--- src/rtl/load_store_unit_if.sv ---
// load_store_unit_if: MEM-stage request, load result and data-memory bus of the load/store unit.
interface load_store_unit_if #(
    parameter int DM_ADDRESS = 9,
    parameter int DATA_W = 32
);
    logic                  MemRead;
    logic                  MemWrite;
    logic [2:0]            Funct3;
    logic [DM_ADDRESS-1:0] a;
    logic [DATA_W-1:0]     wd;
    logic [DATA_W-1:0]     rd;
    logic                  stall;
    logic [DM_ADDRESS-1:0] mem_addr;
    logic                  mem_re;
    logic [3:0]            mem_we;
    logic [DATA_W-1:0]     mem_wd;
    logic [DATA_W-1:0]     mem_rd;
    logic [15:0]           misalign_cnt;
    modport master (
        output MemRead, MemWrite, Funct3, a, wd, mem_rd,
        input  rd, stall, mem_addr, mem_re, mem_we, mem_wd, misalign_cnt
    );
    modport slave (
        input  MemRead, MemWrite, Funct3, a, wd, mem_rd,
        output rd, stall, mem_addr, mem_re, mem_we, mem_wd, misalign_cnt
    );
endinterface

--- src/rtl/load_store_unit.sv ---
// load_store_unit: byte-lane alignment and two-cycle split sequencing of loads/stores to word memory.
module load_store_unit #(
    parameter int DM_ADDRESS = 9,
    parameter int DATA_W = 32,
    parameter int CNT_W = 16
) (
    input logic clk,
    input logic reset,
    load_store_unit_if.slave bus
);
    typedef enum logic {IDLE, SECOND} state_t;
    state_t                state;
    logic [31:0]           hold;
    logic [CNT_W-1:0]      cnt;
    logic                  ld, st, sec, split, go, zext;
    logic [1:0]            off;
    logic [2:0]            sz;
    logic [3:0]            mask;
    logic [7:0]            be;
    logic [63:0]           wd_sh, rd_cat, rd_sh;
    logic [31:0]           raw, ext;
    logic [DM_ADDRESS-3:0] w;
    assign ld    = bus.MemRead;
    assign st    = bus.MemWrite & ~bus.MemRead;
    assign sec   = state == SECOND;
    assign off   = bus.a[1:0];
    assign w     = bus.a[DM_ADDRESS-1:2];
    assign zext  = bus.Funct3[2];
    assign sz    = bus.Funct3[1:0] == 2'd0 ? 3'd1 : bus.Funct3[1:0] == 2'd1 ? 3'd2 : 3'd4;
    assign mask  = bus.Funct3[1:0] == 2'd0 ? 4'h1 : bus.Funct3[1:0] == 2'd1 ? 4'h3 : 4'hF;
    assign split = ({1'b0, off} + sz) > 3'd4;
    assign go    = ~reset & ~sec & (ld | st) & split;
    // Lanes and data are positioned across an 8-byte window: low word first, high word in SECOND.
    assign be     = {4'h0, mask} << off;
    assign wd_sh  = {32'h0, bus.wd} << {off, 3'b000};
    assign rd_cat = sec ? {bus.mem_rd, hold} : {32'h0, bus.mem_rd};
    assign rd_sh  = rd_cat >> {off, 3'b000};
    assign raw    = rd_sh[31:0];
    assign ext    = sz == 3'd1 ? {{24{~zext & raw[7]}}, raw[7:0]}
                  : sz == 3'd2 ? {{16{~zext & raw[15]}}, raw[15:0]} : raw;
    assign bus.stall        = go;
    assign bus.mem_addr     = {w + {{(DM_ADDRESS-3){1'b0}}, sec}, 2'b00};
    assign bus.mem_re       = ld;
    assign bus.mem_we       = (reset | ~st) ? 4'h0 : sec ? be[7:4] : be[3:0];
    assign bus.mem_wd       = sec ? wd_sh[63:32] : wd_sh[31:0];
    assign bus.rd           = (reset | ~ld | go) ? 32'h0 : ext;
    assign bus.misalign_cnt = 16'(cnt);
    always_ff @(posedge clk) begin
        if (reset) begin
            state <= IDLE;
            hold  <= 32'h0;
            cnt   <= '0;
        end else if (sec) begin
            state <= IDLE;
            cnt   <= &cnt ? cnt : cnt + 1'b1;
        end else if (go) begin
            state <= SECOND;
            if (ld) hold <= bus.mem_rd;
        end
    end
endmodule
--- src/flat_wrapper.sv ---
// flat-port wrapper written by rule: the top's interface ports become plain ports
module load_store_unit_flat 
#(
    parameter int DM_ADDRESS = 9,
    parameter int DATA_W = 32,
    parameter int CNT_W = 16
)
  (clk, reset, bus_MemRead, bus_MemWrite, bus_Funct3, bus_a, bus_wd, bus_mem_rd, bus_rd, bus_stall, bus_mem_addr, bus_mem_re, bus_mem_we, bus_mem_wd, bus_misalign_cnt);
  load_store_unit_if #(.DM_ADDRESS(DM_ADDRESS), .DATA_W(DATA_W)) bus_i ();
  input logic clk;
  input logic reset;
  input wire logic [$bits(bus_i.MemRead)-1:0] bus_MemRead;
  input wire logic [$bits(bus_i.MemWrite)-1:0] bus_MemWrite;
  input wire logic [$bits(bus_i.Funct3)-1:0] bus_Funct3;
  input wire logic [$bits(bus_i.a)-1:0] bus_a;
  input wire logic [$bits(bus_i.wd)-1:0] bus_wd;
  input wire logic [$bits(bus_i.mem_rd)-1:0] bus_mem_rd;
  output wire logic [$bits(bus_i.rd)-1:0] bus_rd;
  output wire logic [$bits(bus_i.stall)-1:0] bus_stall;
  output wire logic [$bits(bus_i.mem_addr)-1:0] bus_mem_addr;
  output wire logic [$bits(bus_i.mem_re)-1:0] bus_mem_re;
  output wire logic [$bits(bus_i.mem_we)-1:0] bus_mem_we;
  output wire logic [$bits(bus_i.mem_wd)-1:0] bus_mem_wd;
  output wire logic [$bits(bus_i.misalign_cnt)-1:0] bus_misalign_cnt;
  assign bus_i.MemRead = bus_MemRead;
  assign bus_i.MemWrite = bus_MemWrite;
  assign bus_i.Funct3 = bus_Funct3;
  assign bus_i.a = bus_a;
  assign bus_i.wd = bus_wd;
  assign bus_i.mem_rd = bus_mem_rd;
  assign bus_rd = bus_i.rd;
  assign bus_stall = bus_i.stall;
  assign bus_mem_addr = bus_i.mem_addr;
  assign bus_mem_re = bus_i.mem_re;
  assign bus_mem_we = bus_i.mem_we;
  assign bus_mem_wd = bus_i.mem_wd;
  assign bus_misalign_cnt = bus_i.misalign_cnt;
  load_store_unit #(.DM_ADDRESS(DM_ADDRESS), .DATA_W(DATA_W), .CNT_W(CNT_W)) u_core (.clk(clk), .reset(reset), .bus(bus_i));
endmodule
--- config.mk ---
export PLATFORM = sky130hd
export DESIGN_NAME = load_store_unit_flat
export DESIGN_NICKNAME = d
export VERILOG_FILES = /design/src/rtl/load_store_unit_if.sv /design/src/rtl/load_store_unit.sv /design/src/flat_wrapper.sv
export SDC_FILE = /design/constraint.sdc
export NUM_CORES = 1
export LEC_CHECK = 0
export CAP_MARGIN = 10
export CORE_MARGIN = 2
export CORE_UTILIZATION = 45
export DETAILED_ROUTE_END_ITERATION = 8
export PLACE_DENSITY = 0.85
export SKIP_LAST_GASP = 1
export SLEW_MARGIN = 20
export SYNTH_ARGS = -nofsm -noshare
export SYNTH_HDL_FRONTEND = slang
export SYNTH_SLANG_ARGS = --single-unit
export TNS_END_PERCENT = 1
--- constraint.sdc ---
create_clock -name clk -period 11.08 [get_ports clk]
set_input_delay 2.216 -clock clk [delete_from_list [all_inputs] [get_ports clk]]
set_output_delay 2.216 -clock clk [all_outputs]
set_load 0.05 [all_outputs]
==> summary.md <==
## Clock tree
* 0 — number of setup buffers added after CTS
* 320 ps — Clock Latency Late Sink
* 90 ps — register clock-pin slew on the reported worst setup and hold paths
* sky130_fd_sc_hd__clkbuf_8 — cell chosen for the clock root
* 2 — maximum root-to-sink buffer count
* 5 — CTS buffer count
* 49 — clock sinks
* yes — clock tree from TritonCTS
* 2 — htree depth
* 0 — number of gates resized after cts
* 0 — hold_buf cts

## Setup path
* u_core.sec — start of the worst register-to-register path
* 3 — cell depth of the worst flop-to-flop path
* 8860 ps — CP Data Required Time
* u_core.bus.misalign_cnt[5] — capture instance of the worst register-to-register path
* 24 — worst-path fanout max
* bus_Funct3[1] — launch point of the worst path
* 9100 ps — reg-to-reg setup timing slack
* output pin — type of element capturing the critical path
* primary input to output pin — classification of the worst setup path
* 6990 ps — arrival time at the worst endpoint
* primary input — Setup crit start kind
* bus_rd[16] — timing endpoint of the critical path

## GRT
* 0.0427 — GR Util met3
* 0.254 — global router's overall resource usage
* met2 — global routing's busiest layer
* 0.310 — met1 track demand over resource
* 72 — pin count of the biggest net entering global routing
* 0 — Congestion Overflow GR
* 4646 — vias in the first global route
* 0 — initial antenna violation count
* 23100 um — global-route wire length before repair
* 0.435 — met2 Track Usage GR

## Job
* 0 — count of maximum capacitance violations

## STA
* 0.230 — max-slew headroom at the worst pin
* no — setup repair after global routing missed its margin
* 0 — hold violation count in the final report
* 1150 ps — slew at the pin closest to its max-slew limit
* 9210 ps — time the final worst path needs with I/O delays and setup
* 1870 ps — Final WS setup
* 11.3 ps — clk_skew
* 109 MHz — Max Fclk
* 0 — number of endpoints failing setup at the final stage
* 0 ps — setup TNS
* 0.831 — Tcrit/Tclk final
* 0 — Final Max Tran Viols

## Synth
* 8.31 um2 — Synth Area per Inst
* 49 — post-synthesis register bit count
* 0 — Yosys Warn Count
* 51 — number of unique standard cell types used by synthesis
* 555 — Synth Instances
* 0.213 — fraction of the yosys area taken by sequential cells
* 0.00461 mm2 — mapped cell area
* sky130_fd_sc_hd__dfxtp_1 — predominant post-synthesis flop cell
* 0 — share of flip-flops with an asynchronous set or reset after synthesis
* 0 — number of synthesized flops with an enable pin

## Hold path
* u_core.hold[29] — critical hold path startpoint
* flip-flop to flip-flop — Hold Path Class

## Layout
* 0.00637 mm2 — final instance area
* 0 — # diodes
* 0.0977 — fraction of final layout cells with drive strength greater than 1
* 771 — Total Nets Final
* 0.645 — Core Util, Final
* 38.1% — area growth from synthesis to final layout

## Drt
* 315 — Iteration-0 DRC Markers
* 7 — first-pass detailed-route iteration total
* 18.2 um — average detailed-routed wire length per instance
* 0 — remaining number of nets flagged by the antenna check after routing
* 4910 — number of vias in the routed layout
* 14900 um — Final Routed Wirelength
* 0 — Residual DRC
* 6.00 — drt via density

## Floorplan
* 0.467 — effective utilization at floorplan
* 175 — io pins
* 105 um — Die Width
* 0.00986 mm2 — core region area
* 0.0111 mm2 — die outline area
* 36 — Cell Rows
* 105 um — Die Y

## Power and ir drop
* 93.8 mW/mm2 — power density over the cells
* 67.9 uV — Peak supply drop
* 0.00234 uW — leakage

## Place
* 0.914 — last weighted congestion value of the routability-driven placer
* 172 — port buffer count
* 10800 um — HPWL after detailed placement
* 0.00627 mm2 — total cell area at the placement stage
* 1960 ps — Place WS

## Outcome
* finished clean — run status

worst min path at each step:
stage,to,cells past startpoint
2_1_floorplan,u_core.hold[0],2
3_3_place_gp,u_core.hold[2],2
3_5_place_dp,u_core.hold[2],2
4_1_cts,u_core.hold[2],2
5_1_grt,u_core.hold[6],2
6_report,u_core.hold[29],2
per-layer routing:
metal  up-vias  wire length, um
met3        33             1170
met5         -                0
met1      2309             6040
met2       259             7220
li1       2309                -
met4         0              444
registers in the layout, indices dropped and copies added (netlist names):
name / count
u_core.hold: 32
u_core.sec: 1
u_core.bus.misalign_cnt: 16
worst max-delay path, stage by stage:
cell and delay [ps]:
sky130_fd_sc_hd__clkdlybuf4s50_1 850, sky130_fd_sc_hd__nor2b_2 960, sky130_fd_sc_hd__fa_1 560, sky130_fd_sc_hd__nor2b_1 390
sky130_fd_sc_hd__o31ai_2 250, sky130_fd_sc_hd__o31a_4 520, sky130_fd_sc_hd__a211oi_1 330, sky130_fd_sc_hd__clkdlybuf4s50_1 890
final cells by class:
class / count / area [um2]
clock buffer: 5 / 68.8
inverter: 5 / 18.8
timing repair buffer: 177 / 1750
fill: 804 / 3500
sequential: 49 / 982
multi-input combinational: 447 / 3360
clock inverter: 3 / 26.3
tap: 133 / 166
where the power goes:
| part | switching (uW) | internal (uW) |
|---|---|---|
| clock network | 69.0 | 46.1 |
| logic | 179 | 116 |
| registers | 5.84 | 181 |
Yosys cell counts (5+ instances only):
cell type	count	share of area
sky130_fd_sc_hd__a21o_1	7	0.011
sky130_fd_sc_hd__a22o_1	8	0.015
sky130_fd_sc_hd__mux4_2	15	0.073
sky130_fd_sc_hd__nor2b_1	9	0.012
sky130_fd_sc_hd__a21oi_1	32	0.035
sky130_fd_sc_hd__nand2_1	56	0.046
sky130_fd_sc_hd__o221a_2	7	0.017
sky130_fd_sc_hd__clkbuf_1	31	0.025
sky130_fd_sc_hd__nand4_1	5	0.0068
sky130_fd_sc_hd__a2bb2oi_1	7	0.013
sky130_fd_sc_hd__mux2_2	6	0.015
sky130_fd_sc_hd__buf_2	10	0.011
sky130_fd_sc_hd__a211oi_2	12	0.033
sky130_fd_sc_hd__o22ai_1	9	0.012
sky130_fd_sc_hd__o21ai_0	36	0.039
sky130_fd_sc_hd__dfxtp_1	49	0.21
sky130_fd_sc_hd__buf_4	10	0.016
sky130_fd_sc_hd__and4_1	5	0.0095
sky130_fd_sc_hd__ha_1	5	0.014
sky130_fd_sc_hd__nand3_1	8	0.0087
sky130_fd_sc_hd__and3_1	12	0.016
sky130_fd_sc_hd__mux2i_1	97	0.21
sky130_fd_sc_hd__nor2_1	56	0.046
metrics by stage:
stage          total power [uW]  hold WS [ps]  std cells
6_report                    597           506        819
2_1_floorplan               385           455        556
3_5_place_dp                484           482        811
5_1_grt                     622           538        819
4_1_cts                     598           506        819
3_3_place_gp                478           469        811
cell usage in the layout (no fill, tap or decap), types with 4 or more instances in the layout:
cell type	instances
sky130_fd_sc_hd__a211oi_1	4
sky130_fd_sc_hd__a211oi_2	12
sky130_fd_sc_hd__a21o_1	7
sky130_fd_sc_hd__a21oi_1	32
sky130_fd_sc_hd__a22o_1	8
sky130_fd_sc_hd__a2bb2oi_1	7
sky130_fd_sc_hd__a31oi_1	4
sky130_fd_sc_hd__and3_1	12
sky130_fd_sc_hd__and4_1	5
sky130_fd_sc_hd__buf_4	6
sky130_fd_sc_hd__clkbuf_8	5
sky130_fd_sc_hd__clkdlybuf4s50_1	169
sky130_fd_sc_hd__dfxtp_1	48
sky130_fd_sc_hd__ha_1	5
sky130_fd_sc_hd__inv_1	4
sky130_fd_sc_hd__mux2_2	6
sky130_fd_sc_hd__mux2i_1	97
sky130_fd_sc_hd__mux4_2	15
sky130_fd_sc_hd__nand2_1	55
sky130_fd_sc_hd__nand3_1	8
sky130_fd_sc_hd__nand4_1	5
sky130_fd_sc_hd__nor2_1	56
sky130_fd_sc_hd__nor2b_1	8
sky130_fd_sc_hd__nor4_1	4
sky130_fd_sc_hd__o21ai_0	36
sky130_fd_sc_hd__o221a_2	7
sky130_fd_sc_hd__o22ai_1	9
sky130_fd_sc_hd__or2_2	4
sky130_fd_sc_hd__or3_1	4
sky130_fd_sc_hd__xnor2_1	4
logic make-up (layout without fill, tap and decap cells):
| logic type | Yosys count | count (layout) | share of synthesized area |
|---|---|---|---|
| buffers and inverters | 60 | 190 | 0.0630 |
| other | 1 | 2 | 0.000813 |
| and+or+nand+nor | 177 | 177 | 0.182 |
| muxes | 118 | 118 | 0.299 |
| xor gates and xnor gates | 6 | 6 | 0.0114 |
| DFF | 49 | 49 | 0.213 |
| adders and majority gates | 6 | 6 | 0.0179 |
| AOI/OAI and AO/OA | 138 | 138 | 0.213 |
(Power assumes the default switching activity.)
